<file path="src/rtl/mux4_scan_seq_if.sv">
// Handshake/bus bundle between the mux scan sequencer and its neighbours.
// out_parity exists only when MUX4_SCAN_PARITY_EN is defined.
interface mux4_scan_seq_if;
  logic       start;
  logic       z;
  logic       s0;
  logic       s1;
  logic       busy;
  logic       out_valid;
  logic       out_ready;
  logic [3:0] out_data;
`ifdef MUX4_SCAN_PARITY_EN
  logic       out_parity;

  modport slave (
    input  start, z, out_ready,
    output s0, s1, busy, out_valid, out_data, out_parity
  );
  modport master (
    output start, z, out_ready,
    input  s0, s1, busy, out_valid, out_data, out_parity
  );
`else
  modport slave (
    input  start, z, out_ready,
    output s0, s1, busy, out_valid, out_data
  );
  modport master (
    output start, z, out_ready,
    input  s0, s1, busy, out_valid, out_data
  );
`endif
endinterface

</file>
<file path="src/rtl/mux4_scan_seq.sv">
// Steps a 4:1 mux through channels 0..3, samples z after SETTLE extra cycles
// per channel and hands the 4-bit word out on valid/ready. Optional: MUX4_SCAN_PARITY_EN.
module mux4_scan_seq #(
  parameter int unsigned SETTLE = 1
) (
  input logic            clk,
  input logic            rst_n,
  mux4_scan_seq_if.slave bus
);

  localparam logic [1:0] IDLE = 2'd0;
  localparam logic [1:0] SCAN = 2'd1;
  localparam logic [1:0] DONE = 2'd2;

  localparam logic [3:0] SETTLE_W = 4'(SETTLE);

  logic [1:0] state;
  logic [1:0] k;
  logic [1:0] k_nxt;
  logic [3:0] wait_cnt;
  logic [3:0] sample;
  logic       s0_q;
  logic       s1_q;
  logic       busy_q;
  logic       vld_q;
  logic [3:0] data_q;
`ifdef MUX4_SCAN_PARITY_EN
  logic       par_q;
  assign bus.out_parity = par_q;
`endif

  assign k_nxt         = k + 2'd1;
  assign bus.s0        = s0_q;
  assign bus.s1        = s1_q;
  assign bus.busy      = busy_q;
  assign bus.out_valid = vld_q;
  assign bus.out_data  = data_q;

  always_ff @(posedge clk) begin
    if (!rst_n) begin
      state    <= IDLE;
      k        <= 2'd0;
      wait_cnt <= 4'd0;
      sample   <= 4'd0;
      s0_q     <= 1'b1;
      s1_q     <= 1'b1;
      busy_q   <= 1'b0;
      vld_q    <= 1'b0;
      data_q   <= 4'd0;
`ifdef MUX4_SCAN_PARITY_EN
      par_q    <= 1'b0;
`endif
    end else begin
      case (state)
        IDLE: begin
          if (bus.start) begin
            state    <= SCAN;
            k        <= 2'd0;
            wait_cnt <= 4'd0;
            busy_q   <= 1'b1;
          end
        end
        SCAN: begin
          if (wait_cnt != SETTLE_W) begin
            wait_cnt <= wait_cnt + 4'd1;
          end else begin
            wait_cnt  <= 4'd0;
            sample[k] <= bus.z;
            if (k != 2'd3) begin
              // select moves on the same edge that samples the old channel
              k    <= k_nxt;
              s0_q <= ~k_nxt[1];
              s1_q <= ~k_nxt[0];
            end else begin
              data_q <= {bus.z, sample[2:0]};
`ifdef MUX4_SCAN_PARITY_EN
              par_q  <= ^{bus.z, sample[2:0]};
`endif
              vld_q  <= 1'b1;
              busy_q <= 1'b0;
              s0_q   <= 1'b1;
              s1_q   <= 1'b1;
              state  <= DONE;
            end
          end
        end
        DONE: begin
          if (bus.out_ready) begin
            vld_q <= 1'b0;
            k     <= 2'd0;
            state <= IDLE;
          end
        end
        default: state <= IDLE;
      endcase
    end
  end

endmodule
</file>
<file path="src/flat_wrapper.sv">
// flat-port wrapper written by rule: the top's interface ports become plain ports
module mux4_scan_seq_flat 
#(
  parameter int unsigned SETTLE = 1
)
  (clk, rst_n, bus_start, bus_z, bus_out_ready, bus_s0, bus_s1, bus_busy, bus_out_valid, bus_out_data);
  mux4_scan_seq_if bus_i ();
  input logic clk;
  input logic rst_n;
  input wire logic [$bits(bus_i.start)-1:0] bus_start;
  input wire logic [$bits(bus_i.z)-1:0] bus_z;
  input wire logic [$bits(bus_i.out_ready)-1:0] bus_out_ready;
  output wire logic [$bits(bus_i.s0)-1:0] bus_s0;
  output wire logic [$bits(bus_i.s1)-1:0] bus_s1;
  output wire logic [$bits(bus_i.busy)-1:0] bus_busy;
  output wire logic [$bits(bus_i.out_valid)-1:0] bus_out_valid;
  output wire logic [$bits(bus_i.out_data)-1:0] bus_out_data;
  assign bus_i.start = bus_start;
  assign bus_i.z = bus_z;
  assign bus_i.out_ready = bus_out_ready;
  assign bus_s0 = bus_i.s0;
  assign bus_s1 = bus_i.s1;
  assign bus_busy = bus_i.busy;
  assign bus_out_valid = bus_i.out_valid;
  assign bus_out_data = bus_i.out_data;
  mux4_scan_seq #(.SETTLE(SETTLE)) u_core (.clk(clk), .rst_n(rst_n), .bus(bus_i));
endmodule
</file>
<file path="config.mk">
export PLATFORM = sky130hd
export DESIGN_NAME = mux4_scan_seq_flat
export DESIGN_NICKNAME = d
export VERILOG_FILES = /design/src/rtl/mux4_scan_seq_if.sv /design/src/rtl/mux4_scan_seq.sv /design/src/flat_wrapper.sv
export SDC_FILE = /design/constraint.sdc
export NUM_CORES = 1
export LEC_CHECK = 0
export ABC_AREA = 0
export CAP_MARGIN = 20
export CORE_AREA = 2 2 48 50
export DETAILED_ROUTE_END_ITERATION = 8
export DIE_AREA = 0 0 50 52
export PLACE_DENSITY_LB_ADDON = 0.12
export SLEW_MARGIN = 25
export SYNTH_ARGS = -nofsm -noshare
export SYNTH_HDL_FRONTEND = slang
export SYNTH_SLANG_ARGS = --single-unit
</file>
<file path="constraint.sdc">
create_clock -name clk -period 1.5 [get_ports clk]
set_input_delay 0.225 -clock clk [delete_from_list [all_inputs] [get_ports clk]]
set_output_delay 0.225 -clock clk [all_outputs]
set_load 0.01 [all_outputs]
</file>
After elaboration in Yosys (flattened, before gate mapping)
Index checks and enable logic that the tools add are counted.

Output and inout bits: 8. Word-level logic and storage cells: 63. Input port bits: 5. Register bits after elaboration: 20.

Add/subtract/negate cells: 2. Reductions and logical operators: 12. Eq/ne operators: 9. Order comparisons: 2. Multiplexer cells: 25. Bitwise gates (word level): 4.

Operators with widths (number): $mux W2 (7); $pmux W2 S3 (2); $reduce_and A4 Y1 (3); $ne A2 B2 Y1 const B (5); $mux W1 (9); $mux W4 (2); $pmux W4 S2 (1); $reduce_and A5 Y1 (1); $add A4 B1 Y4 const B (1); $bwmux W4 (1); $ne A4 B1 Y1 const B (1); $not A1 Y1 (4); $pmux W1 S2 (2); $reduce_and A2 Y1 (2); $reduce_bool A2 Y1 (2); $lt A2 B3 Y1 const B (1); $reduce_and A3 Y1 (1); $reduce_bool A3 Y1 (1); $add A2 B1 Y2 const B (1); $demux W1 S2 (1); $eq A2 B1 Y1 const B (1); $eq A2 B2 Y1 const B (1); $ge A2 B1 Y1 const B (1); $logic_not A2 Y1 (1); other kinds (2) (2).

Depth between registers and ports, before layout
Depth in word-level cells: 5. Mapped depth: 6. Mapped depth without buffers: 5.

Worst setup path after synthesis
OpenSTA, ideal clock, no wires.

Kind: reg-to-reg. From: register u_core.wait_cnt[0]. To: register u_core.k[0]. Path buffers: 1. Slack: 17 ps. Required time: 1438 ps. Arrival: 1420 ps. Stages on the path, launching flop included: 6. Clock period less this slack: 1483 ps. Setup time: 62 ps. Cell sequence: dfxtp_1 > ha_1 > or3b_1 > clkbuf_2 > or3_1 > nand3_1.

Cells in the longest elaborated chain, start to end: 3.

RTL lines: start: declaration (line mux4_scan_seq.sv:20) `logic [3:0] wait_cnt;`; start signal: assignment (line mux4_scan_seq.sv:65) `wait_cnt <= wait_cnt + 4'd1;`; $ne A4 B1 Y1 (line mux4_scan_seq.sv:64) `if (wait_cnt != SETTLE_W) begin`; $ne A2 B2 Y1 (no line); $reduce_and A5 Y1 (no line); end signal: assignment (line mux4_scan_seq.sv:71) `k <= k_nxt;`; end: declaration (line mux4_scan_seq.sv:18) `logic [1:0] k;`.

Every way passes these cells. A chain may end at the register's enable or synchronous reset.

Final worst setup path
From: register u_core.wait_cnt[1]. To: register u_core.s1_q (netlist: u_core.bus.s1).

Cells in the longest elaborated chain, start to end: 3.

RTL lines: $ne A4 B1 Y1 (line mux4_scan_seq.sv:64); $not A1 Y1 (no line); $reduce_and A2 Y1 (no line); end signal: assignment (line mux4_scan_seq.sv:73) `s1_q <= ~k_nxt[0];`; end: declaration (line mux4_scan_seq.sv:23) `logic s1_q;`.

Every way passes these cells.

==> key figures <==
Finish
  – Fillers: 190
  – Area of the multi-input gates: about 550 um2
  – Area grow syn2layout: 30.7%
  – Reg area: 384 um2
  – Final Instance Area: 0.00123 mm2
  – Commonest non-fill, non-tap cell in the layout: dfxtp_1
  – Most frequent cells in the layout: 16 x dfxtp_1, 13 x nand2_1, 12 x clkdlybuf4s50_1, 12 x buf_4, 10 x mux2i_1
  – Fin nets: between 100 and 150
  – Core Util, Final: ~60%
  – Fraction of final layout cells with drive strength greater than 1: between 20 and 25%
  – Antenna diodes: 0

Clocking
  – CTS H-tree lvls: 1
  – CTS Buffer Depth: 2
  – Clk root buf: clkbuf_4
  – Clk pin slew, worst setup/hold paths: 110 ps
  – Num Clock Sinks: 19
  – Inserted Clock Buffers: 3
  – CTS tree: yes
  – Clock latency at the later pin of the worst-skew pair: a little over 300 ps
  – Cts hold-fix bufs: 0

Critical path
  – Critical Path AT: around 1700 ps
  – CP Capture Type: flop
  – CP startpoint kind: flop
  – Worst Path Required: between 1500 and 2000 ps
  – Slowest-stage cell, CP: or3b_4
  – Critical path fanouts, max: 7
  – Crit Path Class: reg -> reg
  – CP delay by family, top: simple AND/OR/NAND/NOR gates
  – Worst-path cell chain: inv_1, ha_1, or3b_4, buf_4, nor3_1, o21ai_0
  – WP buf/inv: 2
  – Crit-path max cell delay: 420 ps

Detailed routing
  – DRC violations left: 0
  – Routed len/inst: around 13 um
  – Pre-antenna DRT Iters: 4
  – Routed vias/inst: approximately 5.2
  – Remaining antenna violation count after routing: 0
  – Vias: roughly 800
  – Wirelength, routed: slightly below 2000 um
  – 1st-iter DRT viols: 15

Placement
  – DP Area: between 0.001 and 0.0015 mm2
  – DP Worst Slack: about 3.6 ps
  – Routability Congestion: about 0.76
  – Post-DP HPWL: between 1000 and 1500 um
  – I/O Buffers: 12

Timing
  – Max transition margin: ~74%
  – Clock Skews: 3.97 ps
  – Setup TNS: 0 ps
  – FMAX: 0.691 GHz
  – Least-Margin Pin Slew: ~380 ps
  – Final Max Slew Viols: 0
  – Period utilization: a little over nine tenths
  – Setup violators final: 0
  – Crit path time final: 1450 ps
  – RSZ-0062 raised after global routing: yes
  – Final worst setup slack: approximately 52 ps
  – Final Hold Fails: 0

Floorplanning
  – Die area: 0.00260 mm2
  – Initial core utilization: between 40 and 50%
  – Core box area: around 0.0021 mm2
  – Die height: 52 um
  – I/O pins: 13
  – Rows: 17
  – Die span in x: roughly 50 um

Yosys
  – Share of synthesized registers carrying an async set or reset: 0%
  – Top FF cell, synth: dfxtp_1
  – Post-synthesis sequential area ratio: roughly two fifths
  – Net Count, Synth: 112
  – Post-synthesis cell type count: 30
  – Ys Warns: 0
  – Syn avg cell area: around 9.3 um2
  – Syn Inst Count: between 100 and 150
  – EDFF count, synth: 0
  – Seq cells post-synth: 19
  – Post-Syn Area: around 940 um2

Pwr
  – Pwr Density: around 750 mW/mm2
  – LEAKAGE: between 0.5 and 0.6 nW
  – Max rail drop VDD: 571 uV
  – Total chip power: just over 0.0009 W

Run status
  – Status: completed

Flow run
  – Maxcap violations: 0

GRT
  – Total GRT Usage: 16.9%
  – First-pass GRT wire length: 3220 um
  – Largest net degree at the start of global routing: 13
  – Vias in the first global route: between 700 and 800
  – Grt ovf: 0
  – Initial antenna violation count: 0

Worst hold path
  – Hold Crit Class: reg -> reg
where the power goes:
group          internal [W]  switching [W]
sequential         0.000516     0.00000787
combinational     0.0000686      0.0000616
clock             0.0000997       0.000169
total              0.000684       0.000239
sequential cells by signal, summed over array words and instances (netlist names), 2 cells and up:
name	flops
u_core.bus.out_data	4
u_core.k	2
u_core.sample	3
u_core.state	2
u_core.wait_cnt	4
final cells by class:
class	count	share of cell area, %
clock inverters	1	0.407
repair buffers	25	18.0
well taps	28	2.85
clock buffers	3	1.83
flip-flops and latches	19	31.2
inverters	4	1.22
multi-input cells	73	44.5
worst min-delay path, delay by kind of cell, from the launching register on:
kind | cells | cell delay, ps
flops | 1 | 330
simple gates | 1 | 50
mux | 1 | 50
final timing paths:
kind / startpoint / endpoint / slack (ps) / cells after the start
min: u_core.bus.out_data[1] / u_core.bus.out_data[1] / 470 / 2
max: u_core.wait_cnt[1] / u_core.bus.s1 / 50 / 6
min reg2reg: u_core.bus.out_data[1] / u_core.bus.out_data[1] / 470 / 2
max reg2reg: u_core.wait_cnt[1] / u_core.bus.s1 / 50 / 6
layer usage:
layer  up-vias  wire length [um]  GRT usage, %
met5         -                 0             0
met4         0                49          12.5
met1       373               961          22.3
met2        20               857          24.1
met3         4                74          3.74
li1        405                 -             -
per-stage QoR:
stage	cells	hold WS, ps
2_1_floorplan	101	374
3_3_place_gp	145	450
3_5_place_dp	145	458
4_1_cts	149	475
5_1_grt	153	500
6_report	153	469
cell families after synthesis:
kind of cell    after synthesis  synth area share, %
mux                          10                 10.6
compound gates               17                 12.5
simple gates                 40                 24.3
fa+ha+maj                     6                 7.98
buf+inv                       9                 4.12
flops                        19                 40.4
cells in the mapped netlist, types with 2 or more instances:
master,number,share of area (%)
o2111ai_1,2,1.9
mux2i_1,10,11
clkbuf_1,3,1.2
nand2b_1,3,2.0
nand3b_1,2,1.6
dfxtp_1,19,40
o21ai_0,4,2.1
inv_1,4,1.6
ha_1,6,8.0
nand2_1,13,5.2
nand3_1,8,4.3
or3b_1,2,1.9
a21boi_0,4,3.2
a21oi_1,2,1.1
or3_1,4,2.7
what timing repair did:
item                       in CTS  in global routing
resized for setup               2                  7
setup buffers                   0                  4
setup endpoints to repair       2                  5
pin swaps                       0                  2
Note: power is estimated with default switching activity, not from simulation.
